## config.mk

```make
export PLATFORM = sky130hd
export DESIGN_NAME = writeback_l2
export DESIGN_NICKNAME = d
export VERILOG_FILES = /design/src/rtl/writeback_l2.sv
export SDC_FILE = /design/constraint.sdc
export NUM_CORES = 1
export LEC_CHECK = 0
export CAP_MARGIN = 20
export CELL_PAD_IN_SITES_DETAIL_PLACEMENT = 1
export CELL_PAD_IN_SITES_GLOBAL_PLACEMENT = 2
export CORE_MARGIN = 1
export CORE_UTILIZATION = 33
export DETAILED_ROUTE_END_ITERATION = 10
export HOLD_SLACK_MARGIN = 0.1
export PLACE_DENSITY = 0.8
export SLEW_MARGIN = 5
export SYNTH_ARGS = -nofsm -noshare
export SYNTH_HDL_FRONTEND = slang
export SYNTH_SLANG_ARGS = --single-unit
```

## constraint.sdc

```tcl
create_clock -name clk -period 4.29 [get_ports clk]
set_clock_uncertainty 0.2 [all_clocks]
set_input_delay 0.858 -clock clk [delete_from_list [all_inputs] [get_ports clk]]
set_output_delay 0.858 -clock clk [all_outputs]
set_load 0.01 [all_outputs]
```

## src/rtl/writeback_l2.sv

```systemverilog
// -----------------------------------------------------------------------------
// writeback_l2
//   Layer-2 output writer. Takes one signed accumulator result per handshake,
//   rescales it (arithmetic right shift by SHIFT, then signed saturation to
//   DW_OUT bits) and writes it to the output feature-map RAM in raster order at
//   base_addr + y*wt_out + x. Pulses frame_done when the last write goes out.
//
// Optional feature macro: WRITEBACK_RELU_EN
//   When defined, negative saturated results are written as 0 (ReLU).
//   Latency and handshake are the same in both builds.
//
// Ports
//   clk          clock, rising edge
//   rst          asynchronous active-low reset
//   start        one-cycle pulse, latches ht_out/wt_out/base_addr in IDLE
//   ht_out       output map height (9 bits)
//   wt_out       output map width (9 bits)
//   base_addr    first RAM address of the map
//   in_valid     result beat valid
//   in_data      signed result (DW_IN bits)
//   in_ready     writer can accept a beat (RUN only)
//   wr_en        RAM write strobe, one cycle per accepted beat
//   wr_addr      RAM write address (holds when wr_en=0)
//   wr_data      RAM write data (holds when wr_en=0)
//   busy         frame in progress (RUN or DONE)
//   frame_done   one-cycle pulse, coincident with the last wr_en
//   dbg_state_o  current FSM state (0=IDLE, 1=RUN, 2=DONE)
//
// Handshake: a beat transfers on a rising edge where in_valid && in_ready are
// both high. The upstream holds in_data stable while in_valid is high and
// in_ready is low; in_ready never depends on in_valid.
// -----------------------------------------------------------------------------
`timescale 1ns/1ps

module writeback_l2 #(
  parameter int DW_IN  = 20,
  parameter int DW_OUT = 16,
  parameter int SHIFT  = 4,
  parameter int AW     = 18
) (
  input  logic              clk,
  input  logic              rst,
  input  logic              start,
  input  logic [8:0]        ht_out,
  input  logic [8:0]        wt_out,
  input  logic [AW-1:0]     base_addr,
  input  logic              in_valid,
  input  logic [DW_IN-1:0]  in_data,
  output logic              in_ready,
  output logic              wr_en,
  output logic [AW-1:0]     wr_addr,
  output logic [DW_OUT-1:0] wr_data,
  output logic              busy,
  output logic              frame_done,
  output logic [1:0]        dbg_state_o
);

  typedef enum logic [1:0] {
    ST_IDLE = 2'd0,
    ST_RUN  = 2'd1,
    ST_DONE = 2'd2
  } state_t;

  state_t state_q, state_d;

  // Frame geometry latched at start
  logic [8:0]    ht_q, wt_q;
  logic [AW-1:0] base_q;

  // Raster position; row_base_q replaces y*wt (accumulated, wraps mod 2^AW)
  logic [8:0]    x_q, y_q;
  logic [AW-1:0] row_base_q;

  // Registered write port
  logic              wr_en_q;
  logic [AW-1:0]     wr_addr_q;
  logic [DW_OUT-1:0] wr_data_q;

  logic accept;
  logic x_last, y_last, last_beat;
  logic start_ok, zero_size;

  assign accept    = (state_q == ST_RUN) && in_valid;
  assign x_last    = (x_q == (wt_q - 9'd1));
  assign y_last    = (y_q == (ht_q - 9'd1));
  assign last_beat = accept && x_last && y_last;
  assign start_ok  = (state_q == ST_IDLE) && start;
  assign zero_size = (ht_out == 9'd0) || (wt_out == 9'd0);

  // ---------------------------------------------------------------------------
  // Data path: arithmetic shift then clamp to the DW_OUT signed range.
  // ---------------------------------------------------------------------------
  localparam logic signed [DW_IN-1:0] SAT_MAX =
    $signed({{(DW_IN-DW_OUT+1){1'b0}}, {(DW_OUT-1){1'b1}}});
  localparam logic signed [DW_IN-1:0] SAT_MIN =
    $signed({{(DW_IN-DW_OUT+1){1'b1}}, {(DW_OUT-1){1'b0}}});

  logic signed [DW_IN-1:0]  shifted;
  logic        [DW_OUT-1:0] sat_val;
  logic        [DW_OUT-1:0] out_val;

  always_comb begin
    shifted = $signed(in_data) >>> SHIFT;
    sat_val = shifted[DW_OUT-1:0];
    if (shifted > SAT_MAX) begin
      sat_val = {1'b0, {(DW_OUT-1){1'b1}}};
    end else if (shifted < SAT_MIN) begin
      sat_val = {1'b1, {(DW_OUT-1){1'b0}}};
    end
  end

`ifdef WRITEBACK_RELU_EN
  assign out_val = sat_val[DW_OUT-1] ? '0 : sat_val;
`else
  assign out_val = sat_val;
`endif

  // ---------------------------------------------------------------------------
  // FSM: state register
  // ---------------------------------------------------------------------------
  always_ff @(posedge clk or negedge rst) begin
    if (!rst) begin
      state_q <= ST_IDLE;
    end else begin
      state_q <= state_d;
    end
  end

  // FSM: next state
  always_comb begin
    state_d = state_q;
    case (state_q)
      ST_IDLE: begin
        if (start) begin
          state_d = zero_size ? ST_DONE : ST_RUN;
        end
      end
      ST_RUN: begin
        if (last_beat) begin
          state_d = ST_DONE;
        end
      end
      ST_DONE: state_d = ST_IDLE;
      default: state_d = ST_IDLE;
    endcase
  end

  // FSM: outputs
  always_comb begin
    in_ready   = 1'b0;
    busy       = 1'b0;
    frame_done = 1'b0;
    case (state_q)
      ST_RUN: begin
        in_ready = 1'b1;
        busy     = 1'b1;
      end
      ST_DONE: begin
        busy       = 1'b1;
        frame_done = 1'b1;
      end
      default: ;
    endcase
  end

  assign dbg_state_o = state_q;

  // ---------------------------------------------------------------------------
  // Geometry latch and raster counters
  // ---------------------------------------------------------------------------
  always_ff @(posedge clk or negedge rst) begin
    if (!rst) begin
      ht_q       <= '0;
      wt_q       <= '0;
      base_q     <= '0;
      x_q        <= '0;
      y_q        <= '0;
      row_base_q <= '0;
    end else if (start_ok) begin
      ht_q       <= ht_out;
      wt_q       <= wt_out;
      base_q     <= base_addr;
      x_q        <= '0;
      y_q        <= '0;
      row_base_q <= '0;
    end else if (accept) begin
      if (x_last) begin
        // Row wrap happens in the same cycle: no bubble at row boundaries
        x_q        <= '0;
        y_q        <= y_q + 9'd1;
        row_base_q <= row_base_q + {{(AW-9){1'b0}}, wt_q};
      end else begin
        x_q <= x_q + 9'd1;
      end
    end
  end

  // ---------------------------------------------------------------------------
  // Registered write port; address/data hold between writes
  // ---------------------------------------------------------------------------
  always_ff @(posedge clk or negedge rst) begin
    if (!rst) begin
      wr_en_q   <= 1'b0;
      wr_addr_q <= '0;
      wr_data_q <= '0;
    end else begin
      wr_en_q <= accept;
      if (accept) begin
        wr_addr_q <= base_q + row_base_q + {{(AW-9){1'b0}}, x_q};
        wr_data_q <= out_val;
      end
    end
  end

  assign wr_en   = wr_en_q;
  assign wr_addr = wr_addr_q;
  assign wr_data = wr_data_q;

endmodule

```

== Word-level counts from Yosys, hierarchy flattened ==
Index checks and enable logic that the tools add are counted.

* $add $sub $neg: 7
* Multiply operators: 0
* Divide/modulo/power cells: 0
* $lt $le $gt $ge: 2
* Eq/ne operators: 6
* Shifts and indexed selects: 0
* Multiplexer cells: 18
* Bitwise logic cells: 0
* Reduce and logical (&&, ||, !) cells: 13

{| class="wikitable"
|+ Operators by type and width
! operator !! count
|-
| two-way mux 18 bit || 3
|-
| two-way mux 9 bit || 6
|-
| adder 18 x 9 -> 18 bit || 2
|-
| two-way mux 16 bit || 2
|-
| adder 18 bit || 1
|-
| adder 9 x 1 -> 9 bit (second input constant) || 2
|-
| == test 9 bit || 2
|-
| logical NOT 9 bit || 2
|-
| subtractor 9 x 1 -> 9 bit (second input constant) || 2
|-
| > comparator 16 bit (second input constant) || 1
|-
| less-than comparator 16 bit (second input constant) || 1
|-
| two-way mux 2 bit || 3
|-
| logical AND 1 bit || 4
|-
| != test 2 bit (second input constant) || 2
|-
| one-hot mux 2 bit (2 select lines) || 1
|-
| AND reduction 2 bit || 2
|-
| nonzero test 2 bit || 2
|-
| two-way mux 1 bit || 3
|-
| == test 2 x 1 -> 1 bit (second input constant) || 1
|-
| == test 2 bit (second input constant) || 1
|-
| logical NOT 2 bit || 1
|-
| OR reduction 2 bit || 1
|-
| logical OR 1 bit || 1
|}

* Bits in registers: 109
* Latch bits: 0
* Memory bits (writable): 0
* Memory bits (read-only): 0
* Bits of input ports: 60
* Memories: 0

== Logic depth before layout (Yosys ltp) ==
* Depth after elaboration: 6
* Mapped depth: 12
* Mapped depth without buffers: 12

== Worst setup path after synthesis ==
OpenSTA, ideal clock, no wires.

* Path type: reg-to-reg
* Start point: register x_q[2]
* End point: register wr_addr_q[16] (netlist: wr_addr[16])
* Data arrival time: 2720 ps
* Path slack: 1235 ps
* Cell stages (with the launch flop): 10
* Path buffers: 0
* Clock period less this slack: 3055 ps
* Path through: dfrtp_1 -> fa_1 -> ha_1 -> a211oi_1 -> nor2_1 -> o41ai_1 -> a311oi_1 -> a311oi_1 -> xor2_1 -> o21ai_0

* Longest elaborated chain between the ends: 1

{| class="wikitable"
|+ RTL lines
! element !! line !! RTL
|-
| from (decl) || 71 || <nowiki>logic [8:0] x_q, y_q;</nowiki>
|-
| from (signal assigned) || 193 || <nowiki>x_q <= x_q + 9'd1;</nowiki>
|-
| adder 18 x 9 -> 18 bit || 209 || <nowiki>wr_addr_q <= base_q + row_base_q + {{(AW-9){1'b0}}, x_q};</nowiki>
|-
| to (signal assigned) || 209 ||
|-
| to (decl) || 76 || <nowiki>logic [AW-1:0] wr_addr_q;</nowiki>
|}

No other way between the ends.
A chain may end at the register's enable or synchronous reset.

== Worst setup path after layout ==
* Start point: register x_q[1]
* End point: register wr_addr_q[17] (netlist: wr_addr[17])

Same word-level chain as after synthesis.

==> results.json <==
{
  "synth_cells": 725,
  "total_leakage_power_nw": 3.77,
  "grt_first_pass_wirelength_um": 28900,
  "max_cap_viol_count": 0,
  "power_w": 0.00452,
  "drt_pre_antenna_iters": 4,
  "finalNetCount": 920,
  "relSlewSlack_pct": 37.0,
  "clkSlewWorstSetupHoldPaths_ps": 70,
  "std_cell_rows": 51,
  "fill_cells": 2264,
  "use_met2_pct": 31.4,
  "reg2reg_to": "wr_addr[17]",
  "place_hpwl_um": 12900,
  "cts_buffer_depth": 2,
  "die_w_um": 143,
  "viasPerCell": 5.15,
  "ys_warn_count": 0,
  "initial_utilization_pct": 33.6,
  "rsz0062_at_grt": "no",
  "grt_use_total_pct": 18.1,
  "cts_tree": "done",
  "die_y_um": 143,
  "clock_sinks": 109,
  "antennaDiodeCount": 0,
  "drtIter0Drc": 299,
  "avgRoutedWirePerCell_um": 16.3,
  "cp-start-kind": "flop",
  "fin_crit_ps": 3460,
  "endpoint_kind": "flop",
  "vias": 5556,
  "clk_latency_ps": 360,
  "post-cts-setup-buffer-count": 0,
  "syn-mean-instance-area_um2": 9.00,
  "ios": 100,
  "cts_buffers": 9,
  "outcome": "finished clean",
  "cp-startpoint": "x_q[1]",
  "crit_chain": "fa_1 > ha_1 > fa_1 > a21oi_1 > nor2_1 > nor4_1 > o21ai_0 > a31oi_1 > xnor2_1 > o21ai_0",
  "setup_viol": 0,
  "layout_common_cells": "nand2_1, dfrtp_1, clkdlybuf4s50_1",
  "ctsHtreeMaxLevel": 3,
  "max_stage_delay_ps": 490,
  "grt_pass1_vias": 5738,
  "ir_worst_vdd_uv": 265,
  "antenna_left": 0,
  "reg2reg_slack_ps": 830,
  "ys_seq_elements": 109,
  "final_max_slew_viol_count": 0,
  "layout_commonest_cell": "nand2_1",
  "synthArstFlopShare_pct": 100,
  "cp_max_fo": 5,
  "grt.met1_usage_pct": 23.2,
  "rr_startpoint": "x_q[1]",
  "die_area_um2": 20300,
  "drt-total-wl_um": 17600,
  "pre_cts_ws_ps": 828,
  "syn2layout_area_growth_pct": 23.1,
  "finalCritPeriodShare_pct": 80.6,
  "antenna_found_initial": 0,
  "grt_max_degree": 80,
  "worstPathRequired_ps": 4310,
  "drc": 0,
  "global_route.usage.met3_pct": 2.41,
  "final_cell_area_um2": 8030,
  "cts_resized": 0,
  "arrival_ps": 3480,
  "cts_hold_buf": 0,
  "worst_path_max_delay_cell": "fa_1",
  "multi_input_area_um2": 3600,
  "root_buffer": "clkbuf_16",
  "hold_viol_final": 0,
  "seq_area_um2": 2730,
  "timing.setup.tns_ps": 0,
  "synth_area_um2": 6530,
  "synth_fp_nets": 836,
  "setup_ws_ps": 833,
  "synth-main-ff-cell": "dfrtp_1",
  "port_buffers": 95,
  "critPathKind": "reg -> reg",
  "endpoint": "wr_addr[17]",
  "synth-seq-area-share_pct": 41.8,
  "max_freq_ghz": 0.289,
  "synth_edf_count": 0,
  "overflow": 0,
  "worstMarginPinSlew_ps": 944,
  "dpl_cell_area_um2": 7730,
  "drive_above_1_share_pct": 4.06,
  "p_per_area_nw_per_um2": 563,
  "busiest_layer": "met2",
  "reg2reg_depth": 10,
  "core_area_um2": 19400,
  "min_path_type": "in -> async",
  "place.gp.congestion": 0.823,
  "ys_types": 60
}
-- stage by stage --
| stage | utilization, % | hold slack, ps | instances |
|---|---|---|---|
| after floorplan | - | 252 | 725 |
| after global placement | 39.9 | 256 | 1062 |
| after detailed placement | 39.9 | 264 | 1062 |
| after CTS | 41.3 | 281 | 1077 |
| after global routing | 41.4 | 237 | 1078 |
| final | 41.4 | 220 | 1078 |
-- registers in the layout, summed over array words and instances (netlist names) --
| register | count |
|---|---|
| row_base_q | 18 |
| wt_q | 9 |
| base_q | 18 |
| wr_addr | 18 |
| x_q | 9 |
| wr_data | 16 |
| wr_en | 1 |
| dbg_state_o | 2 |
| ht_q | 9 |
| y_q | 9 |
-- per-layer routing --
metal,up-vias,share of wire [%]
met5,-,0
met4,0,1.6
met3,16,4.6
met2,128,47
met1,2727,47
li1,2685,-
-- synth_stat cells, types with 3 or more instances --
cell type / count / area, um2
clkbuf_1: 24 / 90.1
or4_1: 15 / 113
or2_2: 4 / 25.0
inv_1: 19 / 71.3
o21ai_0: 34 / 170
nand2b_1: 11 / 68.8
dfrtp_1: 109 / 2730
nor3_1: 12 / 60.1
xnor2_1: 25 / 219
a221o_1: 3 / 30.0
nand4_1: 8 / 50.1
ha_1: 40 / 500
a211oi_1: 5 / 37.5
xor2_1: 20 / 175
fa_1: 11 / 220
mux2i_1: 11 / 110
nand3_1: 20 / 100
a31oi_1: 8 / 50.1
a21oi_1: 37 / 185
nor2b_1: 5 / 31.3
a21o_1: 7 / 52.6
nor2_1: 36 / 135
and3_1: 8 / 50.1
o21a_1: 5 / 37.5
o31ai_1: 15 / 113
nor4_1: 4 / 25.0
nand2_1: 186 / 698
-- final cells by class --
class	instances	share of cell area, %
multi-input combinational	567	44.8
tap	265	4.13
timing repair buffer	103	12.8
clock buffer	13	2.99
clock inverter	2	0.436
sequential	109	34.0
inverter	19	0.888
-- power breakdown --
part	leakage (nW)	internal, W	switching, W
clock network	0.134	0.000451	0.000382
registers	1.42	0.00136	0.000318
logic	2.22	0.000931	0.00108
-- logic make-up (layout without fill, tap and decap cells) --
logic type | after synthesis | in the layout | share of synthesized area [%]
AND/OR/NAND/NOR | 320 | 320 | 22.5
adder cells (fa/ha/maj) | 52 | 52 | 11.2
AO/OA/AOI/OAI | 138 | 138 | 13.5
flip-flops | 109 | 109 | 41.8
XOR/XNOR | 45 | 45 | 6.04
multiplexers | 12 | 12 | 1.86
buffers and inverters | 49 | 137 | 3.09
-- worst min path at each step --
stage / slack (ps) / cells past startpoint / endpoint / startpoint
global route: 240 / 1 / wr_data[10] / rst
finish: 220 / 1 / wr_data[7] / rst
floorplan: 250 / 2 / base_q[10] / base_q[10]
CTS: 280 / 2 / wr_data[11] / wr_data[11]
detailed placement: 260 / 2 / wr_data[11] / wr_data[11]
global placement: 260 / 2 / wr_data[10] / wr_data[10]
-- worst max-delay path, delay by kind of cell (launching register included) --
kind,cells,cell delay (ps)
simple gates,2,490
compound gates,4,840
xor+xnor,1,150
fa+ha+maj,3,1170
flops,1,470
Power figures use the tool's default switching activity.
==> RTL change (config.mk and constraints unchanged) <==
Add a define of `WRITEBACK_RELU_EN`.
--- a/src/rtl/writeback_l2.sv
+++ b/src/rtl/writeback_l2.sv
@@ -32,6 +32,8 @@
 // -----------------------------------------------------------------------------
 `timescale 1ns/1ps
 
+`define WRITEBACK_RELU_EN
+
 module writeback_l2 #(
   parameter int DW_IN  = 20,
   parameter int DW_OUT = 16,
Check against the original RTL: not equivalent (a bounded check fails within 4 cycles, from zero or initial values and one cycle with rst low).
==> RTL change against the original RTL <==
- via count fell by 1.2%
- power increased by 0.32%
- sequential share of layout area decreased by 0.13 points
- area after synthesis down 1.1%
- cell area shrank 0.55%
- routed wire length up 5.4%
- critical path depth did not move
- worst setup slack worse by 0.62 ns
- first-iteration DRC count fell by 17%
- global-route usage grew 1.3 points
- sequential cell count decreased by 1
- largest power group unchanged
- highest routed layer unchanged
==> RTL change: results (changes against the original RTL) <==
Run status
  – Outcome: complete, no violations (unchanged)

Worst setup path
  – Critical Path AT: 4.16 ns (was 3.48 ns)
  – Crit-path max cell delay: 0.54 ns (was 0.49 ns)
  – Largest fanout on the critical path: 5 (unchanged)
  – Worst path slowest cell: o41ai_1 (was fa_1)

Place
  – DP Cell Count: 1059 (was 1062)
  – DP Worst Slack: 0.289 ns (was 0.828 ns)
  – RePlAce Congestion: 0.830 (was 0.823)
  – Post-placement cell area: 7680 µm² (was 7730 µm²)
  – DP HPWL: 13900 µm (was 12900 µm)
  – IO Port Bufs: 94 (was 95)

Pwr
  – Maximum vdd drop: 244 µV (was 265 µV)
  – Leak: 0.00370 µW (was 0.00377 µW)

Synth
  – Distinct cells, synth: 54 (was 60)
  – Post-Syn Nets: 836 (unchanged)
  – Ys Warns: 0 (unchanged)
  – Post-Synth XOR/XNOR Area: 5.97% (was 6.04%)
  – Multiplexer share of the synthesized area: 0.330% (was 1.86%)
  – Ys async rst share: 100% (unchanged)
  – Seq/Total Area, Yosys: 41.9% (was 41.8%)
  – Post-synthesis compound-gate area fraction: 13.7% (was 13.5%)
  – Post-Synth Adder-Cell Area: 11.3% (was 11.2%)
  – Avg Cell Area, Syn: 8.90 µm² (was 9.00 µm²)
  – Most area-consuming cells after synthesis: dfrtp_1, nand2_1, ha_1 (unchanged)
  – Most frequent cells after synthesis: nand2_1, dfrtp_1, o21ai_0 (was nand2_1, dfrtp_1, ha_1)
  – Synth Flop Type: dfrtp_1 (unchanged)

Detailed routing
  – Total Wirelength: 18500 µm (was 17600 µm)
  – 1st-iter DRT viols: 248 (was 299)
  – Vias/cell: 5.11 (was 5.15)
  – DR WL/cell: 17.2 µm (was 16.3 µm)

Final layout
  – # nets final: 921 (was 920)
  – FILL cells: 2211 (was 2264)
  – Antenna fix cells: 0 (unchanged)
  – Share of cells above drive strength 1: 3.93% (was 4.06%)

Global routing
  – Largest net degree at the start of global routing: 68 (was 80)
  – Initial antenna violation count: 0 (unchanged)
  – GR Util All Layers: 19.4% (was 18.1%)
  – First-pass GRT wire length: 30500 µm (was 28900 µm)
  – Met2 Resource Use GR: 35.0% (was 31.4%)
  – Met3 Resource Use GR: 3.04% (was 2.41%)
  – Vias in the first global route: 5952 (was 5738)
  – Met1 GRT Util: 24.2% (was 23.2%)

CTS
  – Worst-path clk slew: 0.07 ns (about the same)
  – CTS Buffer Depth: 2 (unchanged)
  – Root Driver: clkbuf_16 (unchanged)
  – Post-CTS Repair Setup Buffers: 0 (unchanged)
  – CTS Buf Count: 9 (unchanged)
  – Clk Latency, worst-skew pair: approximately 0.35 ns

Worst hold path
  – Min-Delay Path Class: register to register (was input port to asynchronous set/reset pin)

Timing
  – Worst slew pin tran: 0.900 ns (was 0.944 ns)
RTL change: cell types whose count changed after synthesis, moves of 5 or more:
| cell | change |
|---|---|
| nand3_1 | -5 |
| xor2_1 | +5 |
| nand3b_1 | +14 |
| o21ai_0 | +10 |
| xnor2_1 | -6 |
| or4_1 | -6 |
| mux2i_1 | -10 |
| or3_1 | +8 |
| o31ai_1 | -9 |
| nor2_1 | -6 |
RTL change: metrics by stage:
step                      util [%]  power [µW]
after floorplan                  -        2800
after global placement        40.5        3580
after detailed placement      40.5        3700
after CTS                     42.2        4600
after global routing          42.2        4890
final                         42.2        4540
RTL change: cell families (layout without fill, tap and decap cells):
group / count (synthesis) / count (layout)
muxes: 2 / 2
buffers and inverters: 48 / 137
and+or+nand+nor: 327 / 327
DFF: 108 / 108
AOI/OAI and AO/OA: 143 / 143
other: 1 / 1
xor gates and xnor gates: 44 / 44
adders and majority gates: 52 / 52
RTL change: worst paths after layout:
check | from | end | slack [ns] | depth (start not counted)
setup / recovery | x_q[1]$_DFFE_PN0P_ | wr_addr[17]$_DFFE_PN0P_ | 0.22 | 10
hold / removal | wr_data[3]$_DFFE_PN0P_ | wr_data[3]$_DFFE_PN0P_ | 0.27 | 2
setup reg to reg | x_q[1]$_DFFE_PN0P_ | wr_addr[17]$_DFFE_PN0P_ | 0.22 | 10
hold reg to reg | wr_data[3]$_DFFE_PN0P_ | wr_data[3]$_DFFE_PN0P_ | 0.27 | 2
max in group asynchronous | rst | row_base_q[11]$_DFFE_PN0P_ | 2.69 | 2
min in group asynchronous | rst | wr_addr[10]$_DFFE_PN0P_ | 0.43 | 1
RTL change: where the power goes:
group | internal, µW | leakage [µW] | total [µW] | switching, µW
Sequential | 1350 | 0.00141 | 1670 | 323
Clock | 498 | 0.000147 | 885 | 387
Combinational | 904 | 0.00215 | 1980 | 1070
Total | 2750 | 0.00370 | 4540 | 1780
RTL change: critical path: cells and delay by family, from the launching register on:
family	cells	cell delay, ns
compound gates	4	1.42
fa+ha+maj	3	1.14
simple gates	3	0.79
flops	1	0.45
RTL change: layer usage:
layer / wire, µm / up-vias
li1: - / 2683
met1: 8560 / 2727
met2: 9390 / 75
met3: 460 / 6
met4: 114 / 0
met5: 0 / -
RTL change: layout make-up:
cell class | count | area share [%]
multi-input cells | 569 | 44.6
clock buffers | 12 | 3.34
flip-flops and latches | 108 | 33.8
repair buffers | 103 | 12.7
inverters | 19 | 0.893
well taps | 260 | 4.07
clock inverters | 3 | 0.564
